[config.mk]
export PLATFORM = sky130hd
export DESIGN_NAME = trap_sequencer
export DESIGN_NICKNAME = d
export VERILOG_FILES = /design/src/rtl/trap_sequencer.sv
export SDC_FILE = /design/constraint.sdc
export NUM_CORES = 1
export LEC_CHECK = 0
export ABC_CLOCK_PERIOD_IN_PS = 3450
export CAP_MARGIN = 20
export CORE_ASPECT_RATIO = 1.4
export CORE_MARGIN = 2
export CORE_UTILIZATION = 38
export DETAILED_ROUTE_END_ITERATION = 7
export PLACE_DENSITY = 0.86
export SYNTH_ARGS = -nofsm -noshare
export SYNTH_HDL_FRONTEND = slang
export SYNTH_SLANG_ARGS = --single-unit
[constraint.sdc]
create_clock -name clk -period 3.45 [get_ports clk]
set_input_delay 0.8625 -clock clk [delete_from_list [all_inputs] [get_ports clk]]
set_output_delay 0.8625 -clock clk [all_outputs]
set_load 0.02 [all_outputs]
[src/rtl/trap_sequencer.sv]
// rtl/trap_sequencer.sv - trap prioritisation and entry/return sequencing for the RV32IC pipeline
module trap_sequencer #(
   parameter logic [31:0] VEC_NMI    = 32'd3741,
   parameter logic [31:0] VEC_ECALL  = 32'd3757,
   parameter logic [31:0] VEC_EBREAK = 32'd3773,
   parameter logic [31:0] VEC_TIMER  = 32'd3789,
   parameter logic [31:0] VEC_EXT    = 32'd3805
) (
   input  logic        clk,
   input  logic        rst,
   input  logic        nmi,
   input  logic [7:0]  irq,
   input  logic        timer_irq,
   input  logic        ecall,
   input  logic        ebreak,
   input  logic        mret,
   input  logic [3:0]  mie,
   input  logic        boundary,
   input  logic [31:0] ex_pc,
   input  logic [31:0] next_pc,
   input  logic [31:0] mepc,
   input  logic        redirect_ack,
   output logic        flush,
   output logic        mepc_we,
   output logic [31:0] mepc_wdata,
   output logic        redirect_valid,
   output logic [31:0] redirect_pc,
   output logic [2:0]  cause,
   output logic        in_handler
);

   typedef enum logic [2:0] {S_IDLE, S_SAVE, S_VECT, S_HANDLER, S_RET} state_t;

   state_t      r_state;
   state_t      w_next;
   logic        r_nmi_q;
   logic        r_nmi_pend;
   logic        r_nmi_active;
   logic        r_in_handler;
   logic [2:0]  r_cause;
   logic [31:0] r_vector;
   logic [31:0] r_mepc_wdata;

   logic        w_nmi_rise;
   logic        w_nmi_req;
   logic        w_timer_q;
   logic        w_ext_q;
   logic        w_ecall_q;
   logic [2:0]  w_irq_num;
   logic [31:0] w_ext_vec;
   logic [2:0]  w_sel_cause;
   logic [31:0] w_sel_vec;
   logic [31:0] w_sel_wdata;
   logic        w_take_idle;
   logic        w_take_nest;
   logic        w_take;

   // A fresh edge counts in the same cycle so an NMI beats sources sampled alongside it.
   assign w_nmi_rise = nmi & ~r_nmi_q;
   assign w_nmi_req  = r_nmi_pend | w_nmi_rise;
   assign w_timer_q  = timer_irq & mie[0] & mie[3];
   assign w_ext_q    = (|irq) & mie[1] & mie[3];
   assign w_ecall_q  = ecall & mie[2] & mie[3];

   always_comb begin
      w_irq_num = 3'd0;
      for (int i = 7; i >= 0; i--) begin
         if (irq[i]) w_irq_num = i[2:0];
      end
   end

   assign w_ext_vec = VEC_EXT + ({29'd0, w_irq_num} << 4);

   always_comb begin
      w_sel_cause = 3'd0;
      w_sel_vec   = 32'd0;
      w_sel_wdata = next_pc;
      if (w_nmi_req) begin
         w_sel_cause = 3'd1;
         w_sel_vec   = VEC_NMI;
      end else if (ebreak) begin
         w_sel_cause = 3'd2;
         w_sel_vec   = VEC_EBREAK;
         w_sel_wdata = ex_pc;
      end else if (w_timer_q) begin
         w_sel_cause = 3'd3;
         w_sel_vec   = VEC_TIMER;
      end else if (w_ext_q) begin
         w_sel_cause = 3'd4;
         w_sel_vec   = w_ext_vec;
      end else if (w_ecall_q) begin
         w_sel_cause = 3'd5;
         w_sel_vec   = VEC_ECALL;
         w_sel_wdata = ex_pc;
      end
   end

   assign w_take_idle = (r_state == S_IDLE) && boundary && (w_sel_cause != 3'd0);
   assign w_take_nest = (r_state == S_HANDLER) && boundary && w_nmi_req && !r_nmi_active;
   assign w_take      = w_take_idle | w_take_nest;

   always_comb begin
      w_next         = r_state;
      flush          = 1'b0;
      mepc_we        = 1'b0;
      redirect_valid = 1'b0;
      redirect_pc    = 32'd0;
      case (r_state)
         S_IDLE: begin
            if (w_take_idle) w_next = S_SAVE;
         end
         S_SAVE: begin
            flush   = 1'b1;
            mepc_we = 1'b1;
            w_next  = S_VECT;
         end
         S_VECT: begin
            flush          = 1'b1;
            redirect_valid = 1'b1;
            redirect_pc    = r_vector;
            if (redirect_ack) w_next = S_HANDLER;
         end
         S_HANDLER: begin
            if (w_take_nest) w_next = S_SAVE;
            else if (mret)   w_next = S_RET;
         end
         S_RET: begin
            flush          = 1'b1;
            redirect_valid = 1'b1;
            redirect_pc    = mepc;
            if (redirect_ack) w_next = S_IDLE;
         end
         default: w_next = S_IDLE;
      endcase
   end

   always_ff @(posedge clk) begin
      if (rst) begin
         r_state      <= S_IDLE;
         r_nmi_q      <= 1'b0;
         r_nmi_pend   <= 1'b0;
         r_nmi_active <= 1'b0;
         r_in_handler <= 1'b0;
         r_cause      <= 3'd0;
         r_vector     <= 32'd0;
         r_mepc_wdata <= 32'd0;
      end else begin
         r_state <= w_next;
         r_nmi_q <= nmi;
         if (w_take && w_nmi_req) r_nmi_pend <= 1'b0;
         else if (w_nmi_rise)     r_nmi_pend <= 1'b1;
         if (w_take) begin
            r_cause      <= w_sel_cause;
            r_vector     <= w_sel_vec;
            r_mepc_wdata <= w_sel_wdata;
         end
         if (w_take_nest) r_nmi_active <= 1'b1;
         if (r_state == S_VECT && redirect_ack) r_in_handler <= 1'b1;
         if (r_state == S_RET && redirect_ack) begin
            r_cause      <= 3'd0;
            r_in_handler <= 1'b0;
            r_nmi_active <= 1'b0;
         end
      end
   end

   assign mepc_wdata = r_mepc_wdata;
   assign cause      = r_cause;
   assign in_handler = r_in_handler;

endmodule

# == Word-level counts from Yosys, hierarchy flattened ==
# Cells that the tools add are included.
# word_totals
out_inout_bits,71
register_bits,74
# op_classes
n_eq_ne,8
n_mux,33
n_reduce_logical,17
addsub,1
n_bitwise,10
# ops
op,n
2-to-1 mux 32 bit,5
case mux 32 bit (2 select lines),1
2-to-1 mux 3 bit,18
2-to-1 mux 13 bit,4
case mux 3 bit (5 select lines),1
"adder 12 x 7 -> 13 bit, first input constant",1
2-to-1 mux 12 bit,1
logical AND 1 bit,8
OR reduction 8 bit,1
bitwise AND 1 bit,7
"equality test 3 x 2 -> 1 bit, second input constant",2
"!= test 2 bit, second input constant",3
OR reduction 2 bit,3
AND reduction 4 bit,1
"equality test 3 x 1 -> 1 bit, second input constant",1
"equality test 3 bit, second input constant",1
logical NOT 3 bit,1
2-to-1 mux 1 bit,3
"!= test 3 bit, second input constant",1
nonzero test 3 bit,1
OR reduction 3 bit,1
OR 1 bit,2
logical NOT 1 bit,1
NOT 1 bit,1

# == Logic depth before layout (Yosys ltp) ==
# Gate-level depths: netlist (run 1).
# logic_depth
depth_word,13
depth_mapped,10
depth_no_buf,10

# == Least setup slack after synthesis (run 1) ==
# Ideal clock, no wire load.
# synth_path
path_type,in2reg
start,input port irq[4]
end,"register r_mepc_wdata[10], in the netlist mepc_wdata[10]"
arrival_ps,2454
stages,8
n_path_buf,3
path_slack_ps,910
cell_sequence,or4_4 -> o21bai_4 -> a311o_1 -> buf_4 -> nand2_2 -> buf_6 -> buf_6 -> a221oi_2
# synth_via
elab_chain_cells,10
word_cells_on_any_way,14
cone_classes,8 x mux; 3 x bitwise; 3 x reduce/logical
# synth_lines
element,line_no,source
"start, declared",12,"input logic [7:0] irq,"
OR reduction 8 bit *,62,assign w_ext_q = (|irq) & mie[1] & mie[3];
bitwise AND 1 bit * (2 in a row),62,
2-to-1 mux 3 bit,88,end else if (w_ext_q) begin
2-to-1 mux 3 bit,85,end else if (w_timer_q) begin
2-to-1 mux 3 bit,81,end else if (ebreak) begin
2-to-1 mux 3 bit,78,if (w_nmi_req) begin
nonzero test 3 bit,98,assign w_take_idle = (r_state == S_IDLE) && boundary && (w_sel_cause != 3'd0);
logical AND 1 bit,98,
OR 1 bit,100,assign w_take = w_take_idle | w_take_nest;
"end signal, assigned",155,r_mepc_wdata <= w_sel_wdata;
"end, declared",42,logic [31:0] r_mepc_wdata;
# Every way passes the cells marked *; elsewhere a longest branch is shown, timed or not.
# A chain may end at the register's enable or synchronous reset.

# == Worst setup path after layout (run 1) ==
# layout_path
start,register r_state[2]
end,output port flush
# layout_via
elab_chain_cells,3
word_cells_on_any_way,5
cone_classes,3 x eq/ne; 1 x mux; 1 x reduce/logical
# layout_lines
element,line_no,source
"start, declared",34,state_t r_state;
"start signal, assigned",148,r_state <= w_next;
"equality test 3 x 2 -> 1 bit, or another cell as far along",108,case (r_state)
OR reduction 3 bit (no line) *,n/a,
2-to-1 mux 1 bit *,108,
"end, declared",23,"output logic flush,"
# Marked as above.

==> flow_results.org, run 1 <==
** Setup path
- The worst register-to-register path ends at r_vector[4].
- Together, buffers and inverters on the worst path number 1.
- In this run the critical register-to-register path is launched from r_state[0].
- Start point of the critical path :: r_state[2]
- Standard cell with the maximum stage delay on the critical path :: sky130_fd_sc_hd__dfxtp_1
- In this run the worst path has a maximum fanout of 14.
- In this design, the critical path's most frequently occurring cell is sky130_fd_sc_hd__nor2_1.
- The worst setup path is captured at an output port.
- Depth of the most critical reg-to-reg path :: 7
- On the worst path, the slowest cell contributes a delay of approximately 630 ps.
- Cell family with the largest share of critical-path delay :: simple AND/OR/NAND/NOR gates
- For the worst setup path, the data required time is roughly 2600 ps.
- Sort of element at the start of the critical path :: register
- By startpoint and endpoint, the worst setup path is classified as register to output port.
- Traced cell by cell, the critical path runs through nor2b_1 > nor2_1 > nor2_1 > or2_2 > clkdlybuf4s50_1.
- At the worst endpoint, the arrival time is 2330 ps.
- Counting buffers and inverters, the worst setup path is 5 cells deep.
- Reg2reg setup slack :: 1430 ps

** Clock network
- Source-to-sink clock delay at the later pin of the worst-skew pair :: around 300 ps
- In this run, post-CTS hold repair placed 0 buffers.
- Number of cells upsized or downsized after cts :: 0
- Buffer cell driving the clock tree root :: sky130_fd_sc_hd__clkbuf_8
- Clock tree from TritonCTS :: built
- TritonCTS created 5 clock buffers.
- Post-CTS timing repair inserted 0 buffers for setup.
- The tree built by TritonCTS fans out to 48 sinks.
- Clk buf depth :: 2
- After clock tree synthesis, the clock-pin slew on the worst setup and hold paths is 80 ps.
- The clock tree synthesis step divided the H-tree into 2 levels.

** Floorplanning
- DIE HEIGHT :: 104 um
- Die extent in x :: 75.6 um
- around 190 I/O pins were placed.
- Area of the core region :: 0.00694 sq mm
- The floorplan step defined a die boundary enclosing 0.00787 sq mm.
- After floorplanning, the core was divided into 36 placement rows.
- The initial utilization of the core area, before any placement, comes to between 30% and 40%.

** Detailed routing
- Across all layers, the routed design uses approximately 3.2k vias.
- The first TritonRoute pass finished after 4 iterations.
- Post-detailed-route wirelength per cell :: 16.0 um
- The detail route stage leaves a number of antenna-violating nets equal to 0.
- DRC errors left :: 0
- Detailed Route WL :: 9400 um
- After detailed routing, the number of vias per cell comes to 5.48.
- For this block, the initial DRC count from the detailed router was 218.

** Power
- In this run the power spent charging and discharging nets is 0.589 mW.
- The analysis attributes to cell leakage a power of around 2.0 nW.
- Maximum vdd drop :: 0.000240 V
- Net switching is 32.4% of the power.
- The clock network burns 20.9% of the power.
- Flop pwr share :: 37.7%
- Dividing total power by cell area gives a power density of between 300 and 400 mW/mm^2.
- Internal power comes to 1.23 mW.
- Comb power frac :: 41.3%

** Min path
- The min-delay analysis places its worst path in the category register to register.
- Worst hold path stage count :: 2
- Hold Path End :: cause[1]
- The startpoint identified for the worst hold timing path is cause[1].

** Timing
- Post-route worst setup slack :: 260 ps
- Final cycle utilization of the critical path :: 92.5%
- On the final layout, the worst clock skew is approximately 7.6 ps.
- The number of endpoints with negative hold slack in the final report is 0.
- Setup violations remaining at the end of the flow were counted as 0.
- Summed over all failing endpoints, the final setup total negative slack is 0 ps.
- Time the final worst path needs with I/O delays and setup :: 3190 ps
- Peak Freq :: about 0.31 GHz
- Fin. max-slew vios :: 0
- For the pin with the worst max-slew slack, the measured transition is 668 ps.
- Hold Worst Slack :: 472 ps
- Setup repair after global routing missed its margin :: no
- Worst slew margin :: between 50% and 60%

** Placed design
- Counting tap cells, the placed design contains a total of 582 instances.
- Setup slack after placement :: 352 ps
- During placement, the flow inserted port buffers numbering 187.
- Total placed instance area :: between 0.004 and 0.005 sq mm
- Final GP Congestion :: 0.881
- DPL Wire Length :: 7460 um

** Global route
- Total track usage :: between 20% and 30%
- Grt ovf :: 0
- The number of global-route vias before repair was 3166.
- The first global-routing pass estimated 14300 um of wire.
- The initial antenna violation count was 0.
- Entering global routing, the biggest net connects 33 pins.

** Logic synthesis
- Area leader, netlist :: sky130_fd_sc_hd__dfxtp_1
- Top area cells in the synthesized netlist :: sky130_fd_sc_hd__dfxtp_1 35%, sky130_fd_sc_hd__mux2i_1 12%, sky130_fd_sc_hd__a221oi_1 8.7%, sky130_fd_sc_hd__nor2_1 7.2%, sky130_fd_sc_hd__and3_1 5.1%
- Counting flops with an async set or reset pin after synthesis yields a share of 0%.
- After synthesis the cells add up to 0.00272 sq mm.
- Distinct cell type count of the synthesized netlist :: 44
- The Yosys step of the flow raised 0 warnings.
- In the synthesized netlist the dominant register cell turns out to be sky130_fd_sc_hd__dfxtp_1.
- Net count of the mapped netlist :: 435
- Synth Area per Inst :: between 8 and 9 sq um
- Yosys mapped a number of flops with a built-in enable equal to 0.
- Synthesis produced roughly 320 cells.
- Summed over its instances, the top area cell type makes up 35.3% of the synthesized netlist area.
- Number of flip-flops and latches in the synthesized netlist :: 48
- Fraction of the yosys area taken by sequential cells :: 35.3%

** Run
- The tool flagged a number of max-cap violations equal to 0.

** Finish
- Number of nets in the layout :: around 610
- Final std cells w/o fill :: 588
- Synth-to-Final Area Change :: 75.8%
- Share of final-layout standard cells stronger than drive strength 1 :: under 10%
- The repair_antennas step left the layout with diodes totalling 0.
- The finished cells cover 0.00479 sq mm.

** Status
- The run finished with clean final reports.
## Yosys cell counts, types with 2 or more instances
cell	n
sky130_fd_sc_hd__ha_1	2
sky130_fd_sc_hd__a221oi_1	27
sky130_fd_sc_hd__o211ai_1	2
sky130_fd_sc_hd__a21o_1	6
sky130_fd_sc_hd__inv_1	6
sky130_fd_sc_hd__a22oi_1	6
sky130_fd_sc_hd__mux2i_1	32
sky130_fd_sc_hd__nor2_1	52
sky130_fd_sc_hd__nor4_1	4
sky130_fd_sc_hd__o21ai_0	7
sky130_fd_sc_hd__nor3_1	13
sky130_fd_sc_hd__dfxtp_1	48
sky130_fd_sc_hd__nand4b_1	2
sky130_fd_sc_hd__a311oi_1	3
sky130_fd_sc_hd__buf_2	8
sky130_fd_sc_hd__nor2b_1	6
sky130_fd_sc_hd__buf_6	2
sky130_fd_sc_hd__nand2b_1	3
sky130_fd_sc_hd__clkbuf_1	17
sky130_fd_sc_hd__or4_4	2
sky130_fd_sc_hd__a221oi_2	5
sky130_fd_sc_hd__a21oi_1	10
sky130_fd_sc_hd__nand2_1	7
sky130_fd_sc_hd__nand3_1	5
sky130_fd_sc_hd__and3_1	22
## flip-flops by register name, summed over array words and instances, names as in the netlist
signal        cells
mepc_wdata       32
r_vector          6
cause             3
r_state           3
in_handler        1
r_nmi_active      1
r_nmi_pend        1
r_nmi_q           1
## cell usage in the layout, fill, tap and decap left out, types with 4 or more instances in the layout
master / netlist / routed
sky130_fd_sc_hd__nand3_1: 5 / 5
sky130_fd_sc_hd__mux2i_1: 32 / 32
sky130_fd_sc_hd__nand2_1: 7 / 7
sky130_fd_sc_hd__nor3_1: 13 / 12
sky130_fd_sc_hd__a21o_1: 6 / 6
sky130_fd_sc_hd__a221oi_2: 5 / 5
sky130_fd_sc_hd__a221oi_1: 27 / 27
sky130_fd_sc_hd__o21ai_0: 7 / 7
sky130_fd_sc_hd__dfxtp_1: 48 / 48
sky130_fd_sc_hd__a21oi_1: 10 / 10
sky130_fd_sc_hd__a22oi_1: 6 / 5
sky130_fd_sc_hd__buf_4: 1 / 11
sky130_fd_sc_hd__clkbuf_8: 0 / 5
sky130_fd_sc_hd__nor4_1: 4 / 4
sky130_fd_sc_hd__inv_1: 6 / 6
sky130_fd_sc_hd__and3_1: 22 / 22
sky130_fd_sc_hd__nor2b_1: 6 / 6
sky130_fd_sc_hd__clkdlybuf4s50_1: 0 / 186
sky130_fd_sc_hd__nor2_1: 52 / 52
## worst reg2reg max path: stages (launching register included)
cell,delay (ps)
sky130_fd_sc_hd__dfxtp_1,440
sky130_fd_sc_hd__nor2_1,180
sky130_fd_sc_hd__buf_4,250
sky130_fd_sc_hd__nand2_1,130
sky130_fd_sc_hd__a311oi_1,380
sky130_fd_sc_hd__buf_4,220
sky130_fd_sc_hd__nor3_1,60
sky130_fd_sc_hd__a311oi_1,270
## metal layers
metal,global-route usage [%],up-vias,share of wire (%)
met2,44.1,170,53
met3,4.94,26,9.7
met5,0,-,0
li1,-,1542,-
met1,21.5,1485,33
met4,11.3,0,3.9
## power by group through the flow
stage                     Clock (mW)  Combinational, mW  Sequential [mW]
after floorplan                    0              0.312            0.762
after global placement             0              0.735            0.695
after detailed placement           0              0.751            0.698
after CTS                      0.393              0.753            0.686
after global routing           0.411              0.801            0.695
final                          0.381              0.751            0.686
## per-stage QoR
stage	util (%)	power [mW]
CTS	69.0	1.83
global placement	67.6	1.43
finish	69.0	1.82
detailed placement	67.6	1.45
floorplan	-	1.07
global route	69.0	1.91
## final cells by class
type | count | area, sq um
clock inverters | 1 | 30.0
multi-input cells | 234 | 1620
fillers | 597 | 2150
repair buffers | 199 | 1970
flip-flops and latches | 48 | 961
inverters | 6 | 22.5
well taps | 95 | 119
clock buffers | 5 | 68.8
## cells by family after synthesis
logic type	count (synthesis)	synth area share, %
buf+inv	34	5.74
simple gates	122	22.5
fa+ha+maj	2	0.919
compound gates	78	23.8
flops	48	35.3
mux	32	11.8
## how the worst max path moves through the flow
stage / to / slack, ps
after CTS: flush / 260
after global placement: redirect_pc[7] / 420
final: flush / 260
after global routing: flush / 60
after floorplan: mepc_wdata[10] / 910
after detailed placement: r_vector[4] / 350
Power figures use the tool's default switching activity.
==> run 2: changes to the inputs <==
Settings changed: GPL_TIMING_DRIVEN set to 0.
==> flow_results.org, run 2 (synthesis gave the netlist of run 1 again) <==
** Status
- The run finished with clean final reports.

** Timing
- Time the final worst path needs with I/O delays and setup :: 3230 ps
- For the pin with the worst max-slew slack, the measured transition is 971 ps.
- Once routing completed, OpenROAD measured the worst setup slack at 216 ps.
- Setup total negative slack on the finished layout was measured at 0 ps.
- For this run, the top clock speed supported by timing is ~0.31 GHz.
- For the final database, setup skew stands at 10.7 ps.
- Final cycle utilization of the critical path :: 93.7%
- The number of endpoints with negative hold slack in the final report came to 0.
- Setup repair after global routing left no endpoint under its margin.
- Setup violations remaining at the end of the flow were counted as 0.
- Hold timing on the final database bottoms out at a slack of ~460 ps.
- The count of final max-slew check failures is 0.
- Worst slew margin :: 34.8%

** Setup path
- The most critical setup path has its endpoint at flush.
- The worst register-to-register path begins at r_state[1].
- At the worst endpoint, the required time is 2590 ps.
- The critical path starts at r_state[2].
- The worst setup path is launched from a register.
- Measured in cells, the most critical reg-to-reg path has a length of 5.
- Critical Path End Type :: output port
- Arr. time, crit path :: between 2000 and 2500 ps
- Reg2reg setup slack :: 1160 ps
- Of all nets on the critical path, the largest fanout is 10.
- Critical path class :: register to output port
- The endpoint identified for the worst register-to-register timing path is r_vector[4].

** Power
- Psw :: 0.610 mW
- Switch share :: 34.0%
- Flop pwr share :: 37.9%
- In this run the static leakage power is 1.96 nW.
- Combinational cells account for ~43% of the total power.
- The worst-case IR drop observed on VDD is 0.000250 V.
- Power density over cell area :: 373 mW/mm^2
- Internal :: 1.18 mW
- Fraction of power consumed by the clock network :: 19.5%

** Detailed routing
- Drt initial violations :: ~180
- After detailed routing, the number of remaining DRC violations is 0.
- Post-detailed-route wirelength per cell :: 16.3 um
- Number of detailed-routing iterations run before antenna repair :: 4
- Detailed Route WL :: 9880 um
- The routed layout has 3263 vias.
- Antenna-violating nets left :: 0
- Dividing the detail-routed via count by the number of cells gives ~5.4.

** Placed design
- Final GP Congestion :: 0.862
- Buffers placed on the I/O ports in this run total 186.
- Setup slack after placement :: 24.0 ps
- The wire-length estimate of the detail-placed layout is 7980 um.

** Clock network
- Number of buffers inserted to repair setup after CTS :: 0
- Buffer cell driving the clock tree root :: sky130_fd_sc_hd__clkbuf_8
- In this run the number of H-tree levels came out at 2.
- Clock tree synthesis inserted a total of 5 buffers.
- After clock tree synthesis, the repair step resized 0 gates.
- Counting every sink on the clock net gives 48.
- Clk pin slew, worst setup/hold paths :: about 80 ps
- Source-to-sink clock delay at the later pin of the worst-skew pair :: 300 ps
- Clock tree from TritonCTS :: built
- Hold buffer count at CTS :: 0
- Counting along the longest clock path gives a buffer depth of 2.

** Floorplanning
- Measured along the y axis, the die boundary spans 104 um.
- The core region is ~0.0069 sq mm.
- Area enclosed by the die boundary :: 0.00787 sq mm
- The floorplan has 36 rows.
- Initial core utilization :: 39.3%
- Number of top-level pins :: 188
- Die extent in x :: 75.6 um

** Global route
- Global routing consumed, on the met1 layer, about a quarter of the routing resources.
- In the global route stage, met3 resource usage came out at 5.52%.
- The first global-routing pass estimated 15100 um of wire.
- In the global route stage, met2 resource usage came out at 45.2%.
- Global routing used 24.4% of the available tracks across all layers.
- Via count of the first global-routing pass :: around 3.3k
- Global-route layer with the greatest usage :: met2
- The initial antenna violation count came to 0.
- Entering global routing, the biggest net connects 15 pins.
- After global routing the overflow that remains totals 0.

** Finish
- Leading cell type in the layout, fill and taps excluded :: sky130_fd_sc_hd__clkdlybuf4s50_1
- Share of final-layout standard cells stronger than drive strength 1 :: 6.27%
- Most used cells in the layout excluding fill and tap cells :: 186 x sky130_fd_sc_hd__clkdlybuf4s50_1, 52 x sky130_fd_sc_hd__nor2_1, 48 x sky130_fd_sc_hd__dfxtp_1, 32 x sky130_fd_sc_hd__mux2i_1, 27 x sky130_fd_sc_hd__a221oi_1
- Number of nets in the layout :: 628
- At the end of the flow the core is filled with cells to between 60% and 70%.
- Synth-to-Final Area Change :: 76.4%
- The register with the most flip-flops in the layout has 32 of them.
- 0 antenna diodes ended up in the layout.

** Run
- Max-cap viol count :: 0

** Min path
- Classification of the worst-slack hold path :: register to register
run 2: worst min-delay path by stage:
stage	depth (start not counted)	from	end
4_1_cts	2	cause[2]	cause[2]
3_5_place_dp	2	cause[2]	cause[2]
5_1_grt	2	cause[2]	cause[2]
2_1_floorplan	2	r_vector[10]	r_vector[10]
6_report	2	cause[2]	cause[2]
3_3_place_gp	2	cause[2]	cause[2]
run 2: final cells by class:
| class | instances | area (sq um) |
|---|---|---|
| plain buffers | 28 | 134 |
| clock inverters | 1 | 7.51 |
| clock buffers | 7 | 86.3 |
| repair buffers | 186 | 1860 |
| flip-flops and latches | 48 | 961 |
| inverters | 6 | 22.5 |
| multi-input cells | 234 | 1610 |
| well taps | 95 | 119 |
| fillers | 600 | 2130 |
run 2: power by group through the flow:
| stage | Combinational, mW | Sequential, mW | Clock (mW) |
|---|---|---|---|
| 3_3_place_gp | 0.748 | 0.688 | 0 |
| 5_1_grt | 0.820 | 0.688 | 0.373 |
| 6_report | 0.765 | 0.680 | 0.349 |
| 3_5_place_dp | 0.764 | 0.690 | 0 |
| 2_1_floorplan | 0.312 | 0.762 | 0 |
| 4_1_cts | 0.767 | 0.679 | 0.353 |
run 2: worst max-delay path, cell delays in order (launching register included):
cell and delay [ps]:
sky130_fd_sc_hd__dfxtp_1 450, sky130_fd_sc_hd__clkbuf_1 390, sky130_fd_sc_hd__nor2b_1 200, sky130_fd_sc_hd__nor2_1 120
sky130_fd_sc_hd__nor2_1 60, sky130_fd_sc_hd__or2_2 310, sky130_fd_sc_hd__clkdlybuf4s50_1 540
run 2: metal layers:
| metal | vias to the layer above | part of all wire, % |
|---|---|---|
| met3 | 23 | 8.6 |
| met4 | 0 | 3.5 |
| met1 | 1493 | 34 |
| met2 | 171 | 53 |
| met5 | - | 0 |
| li1 | 1576 | - |
run 2: metrics by stage:
step | area, sq um | instances | power (mW)
2_1_floorplan | 2720 | 316 | 1.07
3_3_place_gp | 4700 | 597 | 1.44
3_5_place_dp | 4700 | 597 | 1.45
4_1_cts | 4800 | 605 | 1.80
5_1_grt | 4800 | 605 | 1.88
6_report | 4800 | 605 | 1.79
==> run 3: changes to the inputs <==
Settings changed: ABC_AREA set to 1, CORE_UTILIZATION 38 to 42, PLACE_DENSITY 0.86 to 0.87.
==> flow_results.org, run 3 <==
** Status
- Run status :: finished, final reports clean

** Setup path
- The critical path in this run is classified as register to output port.
- STA puts the critical path data arrival time at 2220 ps.
- Along the worst path, the maximum fanout reaches 10.
- Depth of the most critical reg-to-reg path :: 8
- STA classifies the critical path startpoint as a register.
- Data on the critical path is required at its endpoint by 2590 ps.
- The worst register-to-register path has a setup slack of 1740 ps.
- Critical Path End Type :: output port

** Logic synthesis
- Leading cell type by number of instances after synthesis :: sky130_fd_sc_hd__inv_1
- Counting flops and latches in the post-synthesis netlist gives 48.
- Synth Area per Inst :: 5.92 sq um
- Fraction of the yosys area taken by sequential cells :: 29.2%
- Fraction of synthesis flops using an asynchronous set or reset pin :: 0%
- sky130_fd_sc_hd__dfxtp_1 takes more of the synthesized area than any other cell.
- Area share of the leading cell type in the synthesized netlist :: 29.2%
- The netlist uses 29 different library cells.
- For this run, the number of Yosys warnings is 0.
- In the synthesized netlist the dominant register cell turns out to be sky130_fd_sc_hd__dfxtp_1.
- In the synthesized netlist, the cells that appear most often are 143 x sky130_fd_sc_hd__inv_1, 132 x sky130_fd_sc_hd__nand2_1, 99 x sky130_fd_sc_hd__nand3_1.
- Top area cells in the synthesized netlist :: sky130_fd_sc_hd__dfxtp_1 29%, sky130_fd_sc_hd__inv_1 16%, sky130_fd_sc_hd__nand2_1 15%, sky130_fd_sc_hd__nand3_1 15%, sky130_fd_sc_hd__nor2_1 5.8%
- Net count of the mapped netlist :: approximately 680
- After synthesis the cells add up to about 0.0033 sq mm.
- Counting every instance in the synthesized netlist gives 556.
- Number of enable flip-flop cells after synthesis :: 0

** Global route
- Met3 GRT Util :: 4.64%
- Via count of the first global-routing pass :: 3864
- The global routing stage identified its most utilized layer as met2.
- Pin count of the biggest net entering global routing :: 14
- Grt ovf :: 0
- The initial antenna violation count is 0.
- Global routing used 46.2% of the available met2 tracks.
- Global routing met1 resource utilization :: 27.1%
- Global routing used 24.8% of the available tracks across all layers.
- Wire length of the first global-routing pass :: between 15000 and 20000 um

** Finish
- The library cell used most frequently in the layout, excluding fill and tap cells, is sky130_fd_sc_hd__clkdlybuf4s50_1.
- The repair_antennas step left the layout with diodes totalling 0.
- Cells with a size suffix above 1 make up 6.27% of the layout.
- Most used cells in the layout excluding fill and tap cells :: 187 x sky130_fd_sc_hd__clkdlybuf4s50_1, 143 x sky130_fd_sc_hd__inv_1, 132 x sky130_fd_sc_hd__nand2_1, 99 x sky130_fd_sc_hd__nand3_1, 51 x sky130_fd_sc_hd__nor2_1
- The register with the most flip-flops in the layout has 32 of them.
- Synth-to-Final Area Change :: 63.6%
- After the last flow step, the layout net total stands at 869.
- Final std cells w/o fill :: 850

** Clock network
- Number of buffers inserted to repair setup after CTS :: 0
- TritonCTS built the clock tree.
- The longest clock path from root to sink contains 2 buffers.
- After clock tree synthesis, the repair step resized 0 gates.
- Buffers inserted during clock tree synthesis total 5.
- After clock tree synthesis, the clock-pin slew on the worst setup and hold paths is 80 ps.
- CTS H-tree depth :: 2
- Hold repair after CTS inserted 0 buffers.
- Buffer cell driving the clock tree root :: sky130_fd_sc_hd__clkbuf_8
- The clock reaches the later pin of the worst-skew pair after 300 ps.
- Clk sink count :: 48

** Run
- Max-cap viol count :: 0

** Timing
- Setup repair after global routing left no endpoint under its margin.
- The number of endpoints with negative hold slack in the final report came to 0.
- Fin. max-slew vios :: 0
- Worst slew margin :: 62.3%
- Worst-margin pin slew :: 565 ps
- The final critical path takes up just under 90% of the cycle.
- Setup violations remaining at the end of the flow were counted as 0.
- Final total negative setup slack :: 0 ps
- The clock arrives with 8.31 ps of skew.
- Peak Freq :: 0.325 GHz
- The worst path in the final design needs a cycle of 3080 ps, including I/O delays and setup.

** Power
- Leakage power of the design :: 2.88 nW
- Power after layout :: approximately 3.2 mW
- Power density over cell area :: approximately 590 mW/mm^2
- IR analysis of the VDD net gives a maximum drop of 0.000300 V.

** Detailed routing
- The routed layout has around 4.0k vias.
- Detailed Route WL :: 10700 um
- After the first detailed-routing iteration, the DRC count stood at roughly 210.
- Number of detailed-routing iterations run before antenna repair :: 5
- Post-detailed-route wirelength per cell :: 12.6 um
- Via-to-Cell Ratio :: 4.69
- Once detail routing completed, the nets flagged for antenna violations numbered 0.
- For this run, design rule violations remaining after detail routing come to 0.

** Placed design
- Port buffering added around 190 buffers.
- Summed over all nets, the half-perimeter wirelength after detailed placement is 8700 um.
- The congestion estimate from routability-driven global placement came to about 0.84.
- Placed cell count :: 843

** Floorplanning
- The core region is 0.00770 sq mm.
- DIE HEIGHT :: 109 um
- between 150 and 200 I/O pins were placed.
- Area enclosed by the die boundary :: 0.00857 sq mm
- Site row count :: 38
- In this run the horizontal extent of the chip is 78.8 um.
- Initial core utilization :: 42.8%

** Min path
- The worst hold path was traced through 2 stages.
- Classification of the worst-slack hold path :: register to register
==> run 3: cell type report <==
type / instances / area, sq um
fillers: 675 / 2320
repair buffers: 187 / 1870
multi-input cells: 335 / 1590
plain buffers: 27 / 194
well taps: 100 / 125
flip-flops and latches: 48 / 961
inverters: 146 / 548
clock buffers: 7 / 96.3
==> run 3: cell families after synthesis <==
group,synth area share [%]
adder cells (fa/ha/maj),0.760
buffers and inverters,22.5
AND/OR/NAND/NOR,41.4
flip-flops,29.2
AO/OA/AOI/OAI,6.12
==> run 3: path summary, 6_finish.rpt <==
check / from / end
worst min-delay path: r_vector[10] / r_vector[10]
worst max register to register: r_nmi_q / cause[0]
worst max-delay path: r_state[2] / redirect_pc[26]
worst min register to register: r_vector[10] / r_vector[10]
==> run 3: per-layer routing <==
metal  routed length, um  vias to the layer above
li1                    -                     2046
met1                4150                     1756
met2                5540                      150
met3                 669                       32
met4                 389                        0
met5                   0                        -
==> run 3: where the power goes <==
part | internal, mW | leakage, nW | total [mW] | switching, mW
logic | 0.893 | 2.43 | 2.01 | 1.11
registers | 0.711 | 0.396 | 0.797 | 0.0859
clock network | 0.179 | 0.0503 | 0.361 | 0.182
total | 1.78 | 2.88 | 3.16 | 1.38
==> run 3: stage by stage <==
| step | area [sq um] | hold slack (ps) | worst slack (ps) | util [%] |
|---|---|---|---|---|
| 2_1_floorplan | 3290 | 428 | 1320 | - |
| 3_3_place_gp | 5290 | 455 | 453 | 68.7 |
| 3_5_place_dp | 5290 | 460 | 445 | 68.7 |
| 4_1_cts | 5390 | 482 | 376 | 69.9 |
| 5_1_grt | 5390 | 520 | 163 | 69.9 |
| 6_report | 5390 | 477 | 371 | 69.9 |
==> run 3: critical path, stage by stage, from the launching register on <==
cell                              delay, ps
sky130_fd_sc_hd__dfxtp_1                400
sky130_fd_sc_hd__inv_2                   70
sky130_fd_sc_hd__nor3_1                 210
sky130_fd_sc_hd__inv_1                  170
sky130_fd_sc_hd__clkbuf_1               240
sky130_fd_sc_hd__nor2_1                 190
sky130_fd_sc_hd__clkdlybuf4s50_1        640
